`config.mk`:
```
export PLATFORM = sky130hd
export DESIGN_NAME = scan_sequencer
export DESIGN_NICKNAME = d
export VERILOG_FILES = /design/src/rtl/scan_pkg.sv /design/src/rtl/sync_fifo.sv /design/src/rtl/scan_sequencer.sv
export SDC_FILE = /design/constraint.sdc
export NUM_CORES = 1
export LEC_CHECK = 0
export CAP_MARGIN = 30
export CORE_AREA = 2 2 203 354
export CTS_CLUSTER_DIAMETER = 80
export CTS_CLUSTER_SIZE = 12
export DETAILED_ROUTE_END_ITERATION = 10
export DIE_AREA = 0 0 205 356
export PLACE_DENSITY = 0.54
export RECOVER_POWER = 25
export SLEW_MARGIN = 10
export SYNTH_ARGS = -nofsm -noshare
export SYNTH_HDL_FRONTEND = slang
export SYNTH_SLANG_ARGS = --single-unit
```
`constraint.sdc`:
```
create_clock -name clk -period 5.46 [get_ports clk]
set_input_delay 1.638 -clock clk [delete_from_list [all_inputs] [get_ports clk]]
set_output_delay 1.638 -clock clk [all_outputs]
set_load 0.01 [all_outputs]
```
`src/rtl/scan_pkg.sv`:
```
// scan_pkg: shared FSM state encoding, default frame sync byte and clog2 helper for scan_sequencer
package scan_pkg;
  typedef enum logic [2:0] {
    S_IDLE    = 3'd0,
    S_HDR     = 3'd1,
    S_SETTLE  = 3'd2,
    S_DISCARD = 3'd3,
    S_ACCUM   = 3'd4,
    S_PUSH    = 3'd5,
    S_NEXT    = 3'd6
  } state_t;
  localparam logic [7:0] SYNC_DEFAULT = 8'hA5;
  function automatic int clog2(input int v);
    int r;
    r = 0;
    while ((1 << r) < v) r++;
    return r;
  endfunction
endpackage

```
`src/rtl/sync_fifo.sv`:
```
// sync_fifo: registered-read FIFO dropping writes when full; ports clk, reset_n, wr_en, wr_data, rd_en, rd_data, empty, full
module sync_fifo
  import scan_pkg::*;
#(
  parameter int WIDTH = 8,
  parameter int DEPTH = 64
) (
  input  logic             clk,
  input  logic             reset_n,
  input  logic             wr_en,
  input  logic [WIDTH-1:0] wr_data,
  input  logic             rd_en,
  output logic [WIDTH-1:0] rd_data,
  output logic             empty,
  output logic             full
);
  localparam int AW = clog2(DEPTH);
  logic [WIDTH-1:0] mem [DEPTH];
  logic [AW-1:0] wr_ptr, rd_ptr;
  logic [AW:0] count, count_n;
  logic do_wr, do_rd;
  always_comb begin
    do_wr = wr_en && !full;
    do_rd = rd_en && !empty;
    count_n = count + (AW+1)'(do_wr) - (AW+1)'(do_rd);
  end
  always_ff @(posedge clk or negedge reset_n) begin
    if (!reset_n) begin
      wr_ptr <= '0;
      rd_ptr <= '0;
      count <= '0;
      empty <= 1'b1;
      full <= 1'b0;
      rd_data <= '0;
    end else begin
      if (do_wr) wr_ptr <= wr_ptr + 1'b1;
      if (do_rd) begin
        rd_data <= mem[rd_ptr];
        rd_ptr <= rd_ptr + 1'b1;
      end
      count <= count_n;
      empty <= count_n == '0;
      full <= count_n == (AW+1)'(DEPTH);
    end
  end
  always_ff @(posedge clk) begin
    if (do_wr) mem[wr_ptr] <= wr_data;
  end
endmodule

```
`src/rtl/scan_sequencer.sv`:
```
// scan_sequencer: mux-scanning ADC averager pushing sync-headed frames into a FIFO; ports clk, reset_n, start_n, mode, adc_valid, adc_data, addr, rd_en, rd_data, empty, full, busy, frame_done, overflow
module scan_sequencer
  import scan_pkg::*;
#(
  parameter int NUM_CH = 48,
  parameter int ADDR_W = 6,
  parameter int DATA_W = 12,
  parameter int OUT_W = 8,
  parameter int AVG_LOG2 = 2,
  parameter int SETTLE_CYC = 500,
  parameter int DEBOUNCE_CYC = 50000,
  parameter int FIFO_DEPTH = 64,
  parameter logic [OUT_W-1:0] SYNC_BYTE = OUT_W'(SYNC_DEFAULT)
) (
  input  logic              clk,
  input  logic              reset_n,
  input  logic              start_n,
  input  logic              mode,
  input  logic              adc_valid,
  input  logic [DATA_W-1:0] adc_data,
  output logic [ADDR_W-1:0] addr,
  input  logic              rd_en,
  output logic [OUT_W-1:0]  rd_data,
  output logic              empty,
  output logic              full,
  output logic              busy,
  output logic              frame_done,
  output logic              overflow
);
  localparam int AW = DATA_W + AVG_LOG2;
  localparam int CW = clog2(SETTLE_CYC + (1 << AVG_LOG2)) + 1;
  localparam int DW = clog2(DEBOUNCE_CYC) + 1;
  state_t state, state_n;
  logic [ADDR_W-1:0] addr_n;
  logic [CW-1:0] cnt, cnt_n;
  logic [AW-1:0] acc, acc_n;
  logic mode_q, mode_n, stop_q, stop_n, ovf_n, done_n, push;
  logic [OUT_W-1:0] push_data;
  logic s1, s2, deb, deb_p, start_req;
  logic [DW-1:0] dcnt;
  always_ff @(posedge clk or negedge reset_n) begin
    if (!reset_n) begin
      s1 <= 1'b1;
      s2 <= 1'b1;
      deb <= 1'b1;
      deb_p <= 1'b1;
      dcnt <= '0;
    end else begin
      s1 <= start_n;
      s2 <= s1;
      deb_p <= deb;
      if (s2 == deb) dcnt <= '0;
      else if (dcnt == DW'(DEBOUNCE_CYC - 1)) begin
        deb <= s2;
        dcnt <= '0;
      end else dcnt <= dcnt + 1'b1;
    end
  end
  assign start_req = deb_p && !deb;
  assign busy = state != S_IDLE;
  always_comb begin
    state_n = state;
    addr_n = addr;
    cnt_n = cnt;
    acc_n = acc;
    mode_n = mode_q;
    stop_n = stop_q || (start_req && busy && mode_q);
    done_n = 1'b0;
    push = state == S_HDR || state == S_PUSH;
    push_data = (state == S_HDR) ? SYNC_BYTE : OUT_W'(acc >> (AVG_LOG2 + DATA_W - OUT_W));
    ovf_n = overflow || (push && full);
    case (state)
      S_IDLE: if (start_req) begin
        state_n = S_HDR;
        mode_n = mode;
        stop_n = 1'b0;
        ovf_n = 1'b0;
        addr_n = '0;
      end
      S_HDR: state_n = S_SETTLE;
      S_SETTLE: begin
        cnt_n = (cnt == CW'(SETTLE_CYC - 1)) ? '0 : cnt + 1'b1;
        state_n = (cnt == CW'(SETTLE_CYC - 1)) ? S_DISCARD : S_SETTLE;
      end
      S_DISCARD: state_n = adc_valid ? S_ACCUM : S_DISCARD;
      S_ACCUM: if (adc_valid) begin
        acc_n = acc + AW'(adc_data);
        cnt_n = (cnt == CW'((1 << AVG_LOG2) - 1)) ? '0 : cnt + 1'b1;
        state_n = (cnt == CW'((1 << AVG_LOG2) - 1)) ? S_PUSH : S_ACCUM;
      end
      S_PUSH: begin
        acc_n = '0;
        state_n = S_NEXT;
      end
      S_NEXT: if (addr < ADDR_W'(NUM_CH - 1)) begin
        addr_n = addr + 1'b1;
        state_n = S_SETTLE;
      end else begin
        done_n = 1'b1;
        addr_n = '0;
        state_n = (!mode_q || stop_q) ? S_IDLE : S_HDR;
      end
      default: state_n = S_IDLE;
    endcase
  end
  always_ff @(posedge clk or negedge reset_n) begin
    if (!reset_n) begin
      state <= S_IDLE;
      addr <= '0;
      cnt <= '0;
      acc <= '0;
      mode_q <= 1'b0;
      stop_q <= 1'b0;
      overflow <= 1'b0;
      frame_done <= 1'b0;
    end else begin
      state <= state_n;
      addr <= addr_n;
      cnt <= cnt_n;
      acc <= acc_n;
      mode_q <= mode_n;
      stop_q <= stop_n;
      overflow <= ovf_n;
      frame_done <= done_n;
    end
  end
  sync_fifo #(.WIDTH(OUT_W), .DEPTH(FIFO_DEPTH)) u_fifo (
    .clk(clk),
    .reset_n(reset_n),
    .wr_en(push),
    .wr_data(push_data),
    .rd_en(rd_en),
    .rd_data(rd_data),
    .empty(empty),
    .full(full)
  );
endmodule
```
==> flow_summary_export.csv <==
group,metric,value,unit
status,status,"finished with violations",
status,violations,"capacitance limit, slew limit",
synthesis,synth_cells,1365,
timing,setup_slack,1260,ps
timing,finalHoldViolations,0,
die,die_w,205,µm
place,dp_hpwl,36400,µm
critical_path,crit_path_frequent_cell,"clkbuf_1",
timing,slew_violations,195,
synthesis,synth_top_area_share,63.1,%
drt,drc_errors,0,
critical_path,cp_slowest_cell,"clkbuf_1",
synthesis,synth-edff-count,512,
layout,synthToLayoutAreaGrowth,12.6,%
layout,final_common_cell,"edfxtp_1",
synthesis,yosys.area.top_type,"edfxtp_1",
critical_path,worstPathCellList,"nand2b_1, nor2_1, clkbuf_1, nor2b_4, clkbuf_1",
clocking,cts.clk_slew.worst_paths,70,ps
critical_path,r2r_slack,1260,ps
layout,antenna_cells,0,
drt,drt-initial-drc-count,755,
clocking,clockBufferDepth,3,
die,start_util,34.6,%
drt,ant_nets,0,
critical_path,setup.worst_path.start_class,"register",
critical_path,regToRegEndpoint,"u_fifo.mem[41][3]$_DFFE_PP_",
drt,viasPerCell,5.08,
timing,rsz0062_at_grt,"no",
clocking,htreeDepth,2,
critical_path,timing.critical_path.buf_inv,2,
timing,min_period,4200,ps
place,gp_congestion,0.800,
die,die_area,73000,µm²
clocking,clock-root-buffer,"clkbuf_16",
timing,tns,0,ps
drt,firstDrtPassIters,4,
global_route,antenna_found_initial,0,
critical_path,r2r_start,"state[1]$_DFFE_PN0P_",
hold_path,min_path_type,"reg2reg",
timing,max_freq,0.238,GHz
synthesis,synth_ff_type,"edfxtp_1",
layout,drive_above_1_share,16.1,%
layout,fillCellCount,6536,
synthesis,yosys_warnings,0,
synthesis,synth_cell_type_count,56,
die,placement_rows,129,
global_route,grt_pass1_wl,83700,µm
layout,final_cell_mix,"512 x edfxtp_1, 128 x mux4_2, 97 x nor2_1, 82 x nand2_1, 79 x dfrtp_1",
hold_path,hp-start,"s1$_DFF_PN1_",
critical_path,crit_family,"buffers and inverters",
clocking,cts_setup_buffers,0,
clocking,cts_hold_buffers,0,
drt,routedWlPerCell,23.5,µm
critical_path,arrival,4160,ps
global_route,grt_usage,15.6,%
critical_path,endpoint_kind,"register",
clocking,cts_buffers,55,
critical_path,slowest_delay,2120,ps
synthesis,synth-seq-area-share,72.1,%
timing,slew_headroom,-101,%
drt,vias,12200,
die,pin_count,37,
pwr,peakVddDrop,0.277,mV
synthesis,synthTopCellsByArea,"edfxtp_1 63%, mux4_2 12%, dfrtp_1 8.4%",
clocking,cts_tree,"done",
pwr,powerDensity,385,nW/µm²
clocking,cts_resized,0,
place,numPortBuffers,36,
clocking,clkLatencyLatePin,600,ps
job,maxCapViolCount,3,
layout,nets,1473,
synthesis,syn_area_per_cell,17.8,µm²
global_route,grt_overflow,0,
timing,setup-violations-final,0,
global_route,grt_max_degree,65,
synthesis,ys_ff_latch,599,
place,dpl_worst_slack,959,ps
global_route,grt_pass1_vias,12800,
hold_path,holdPathStages,0,
timing,tightest_slew,3020,ps
critical_path,cp.required,5430,ps
critical_path,critPathMaxFanout,64,
timing,fin_crit_sh,76.9,%
die,core_area,70400,µm²
synthesis,syn_nets,1409,
critical_path,worstSetupPathType,"reg2reg",
synthesis,syn-cell-area,24400,µm²
critical_path,worstRegToRegCells,5,
hold_path,hold_path_end,"s2$_DFF_PN1_",
drt,wirelength,56200,µm
synthesis,synth-async-reset-ratio,14.5,%
pwr,fin_total_pwr,10.6,mW
clocking,clock-sinks,599,
pwr,p_leak,8.10,nW
die,die_y,356,µm
timing,clock_skew,20.9,ps
synthesized netlist by cell type (3+ instances only):
| library cell | instances |
|---|---|
| edfxtp_1 | 512 |
| mux4_2 | 128 |
| nor2_1 | 97 |
| dfrtp_1 | 82 |
| nand2_1 | 82 |
| mux2i_1 | 50 |
| o21ai_0 | 44 |
| a21oi_1 | 36 |
| clkbuf_1 | 32 |
| xnor2_1 | 27 |
| ha_1 | 24 |
| inv_1 | 21 |
| nand3_1 | 20 |
| xor2_1 | 18 |
| buf_2 | 15 |
| nor3_1 | 14 |
| and3_1 | 11 |
| buf_4 | 11 |
| nor2b_1 | 11 |
| a211oi_1 | 9 |
| a21o_1 | 9 |
| a32oi_1 | 9 |
| o22ai_1 | 9 |
| nand2b_1 | 8 |
| o221ai_1 | 8 |
| or2_2 | 8 |
| a22oi_1 | 7 |
| dfstp_2 | 5 |
| or3_1 | 5 |
| buf_6 | 4 |
| mux2_2 | 4 |
| nand4_1 | 4 |
| and2_1 | 3 |
| nand3b_1 | 3 |
| nor4_1 | 3 |
| o21a_1 | 3 |
| o21bai_1 | 3 |
sequential cells by signal (all words and copies together) (netlist names), 3 cells and up:
name	flops
u_fifo.mem	512
dcnt	17
u_fifo.count	7
acc	14
state	3
cnt	10
u_fifo.wr_ptr	6
u_fifo.rd_data	8
addr	6
u_fifo.rd_ptr	6
per-stage QoR:
step / hold slack [ps] / area, µm² / cells / utilization, %
final: 357 / 27400 / 2393 / 39.0
after floorplan: 345 / 24400 / 1365 / -
after detailed placement: 348 / 25800 / 2287 / 36.7
after CTS: 358 / 27400 / 2391 / 39.0
after global placement: 346 / 25800 / 2285 / 36.7
after global routing: 359 / 27400 / 2393 / 39.0
final cells by class:
class / instances / area, µm² / area share [%]
Clock buffer: 102 / 1570 / 5.74
Multi-Input combinational cell: 682 / 6420 / 23.4
Inverter: 21 / 78.8 / 0.287
Timing Repair Buffer: 70 / 612 / 2.23
Clock inverter: 2 / 25.0 / 0.0913
Tap cell: 917 / 1150 / 4.18
Sequential cell: 599 / 17600 / 64.1
worst register-to-register path: cells and delay by family, from the launching register on:
family                 cells  cell delay (ps)
buffers and inverters      2             2400
flip-flops                 1              520
AND/OR/NAND/NOR            3              590
cell families (layout without fill, tap and decap cells):
logic type | Yosys count | in the layout | share of synthesized area (%)
AOI/OAI and AO/OA | 150 | 150 | 3.86
DFF | 599 | 599 | 72.1
muxes | 182 | 182 | 14.1
adders and majority gates | 26 | 26 | 1.40
and+or+nand+nor | 279 | 279 | 5.27
buffers and inverters | 84 | 195 | 1.66
xor gates and xnor gates | 45 | 45 | 1.62
layer usage:
| metal | global-route usage, % | up-vias | part of all wire (%) |
|---|---|---|---|
| li1 | - | 5529 | - |
| met1 | 16.7 | 6339 | 36 |
| met2 | 30.6 | 197 | 57 |
| met3 | 1.77 | 85 | 2.7 |
| met4 | 6.30 | 0 | 3.8 |
| met5 | 0 | - | 0 |
where the power goes:
part	switching [mW]	internal (mW)	leakage [nW]
registers	0.307	4.99	4.95
clock network	1.62	1.93	0.756
logic	0.931	0.789	2.39
how the worst max path moves through the flow:
| stage | from | to | slack (ps) | cells past startpoint |
|---|---|---|---|---|
| after CTS | rd_en | u_fifo.full$_DFF_PN0_ | 1610 | 11 |
| after detailed placement | rd_en | u_fifo.full$_DFF_PN0_ | 960 | 11 |
| after global placement | rd_en | u_fifo.full$_DFF_PN0_ | 950 | 11 |
| final | state[1]$_DFFE_PN0P_ | u_fifo.mem[41][3]$_DFFE_PP_ | 1260 | 5 |
| after floorplan | rd_en | u_fifo.full$_DFF_PN0_ | 1580 | 10 |
| after global routing | state[1]$_DFFE_PN0P_ | u_fifo.mem[19][3]$_DFFE_PP_ | 870 | 5 |
Power figures use the tool's default switching activity.
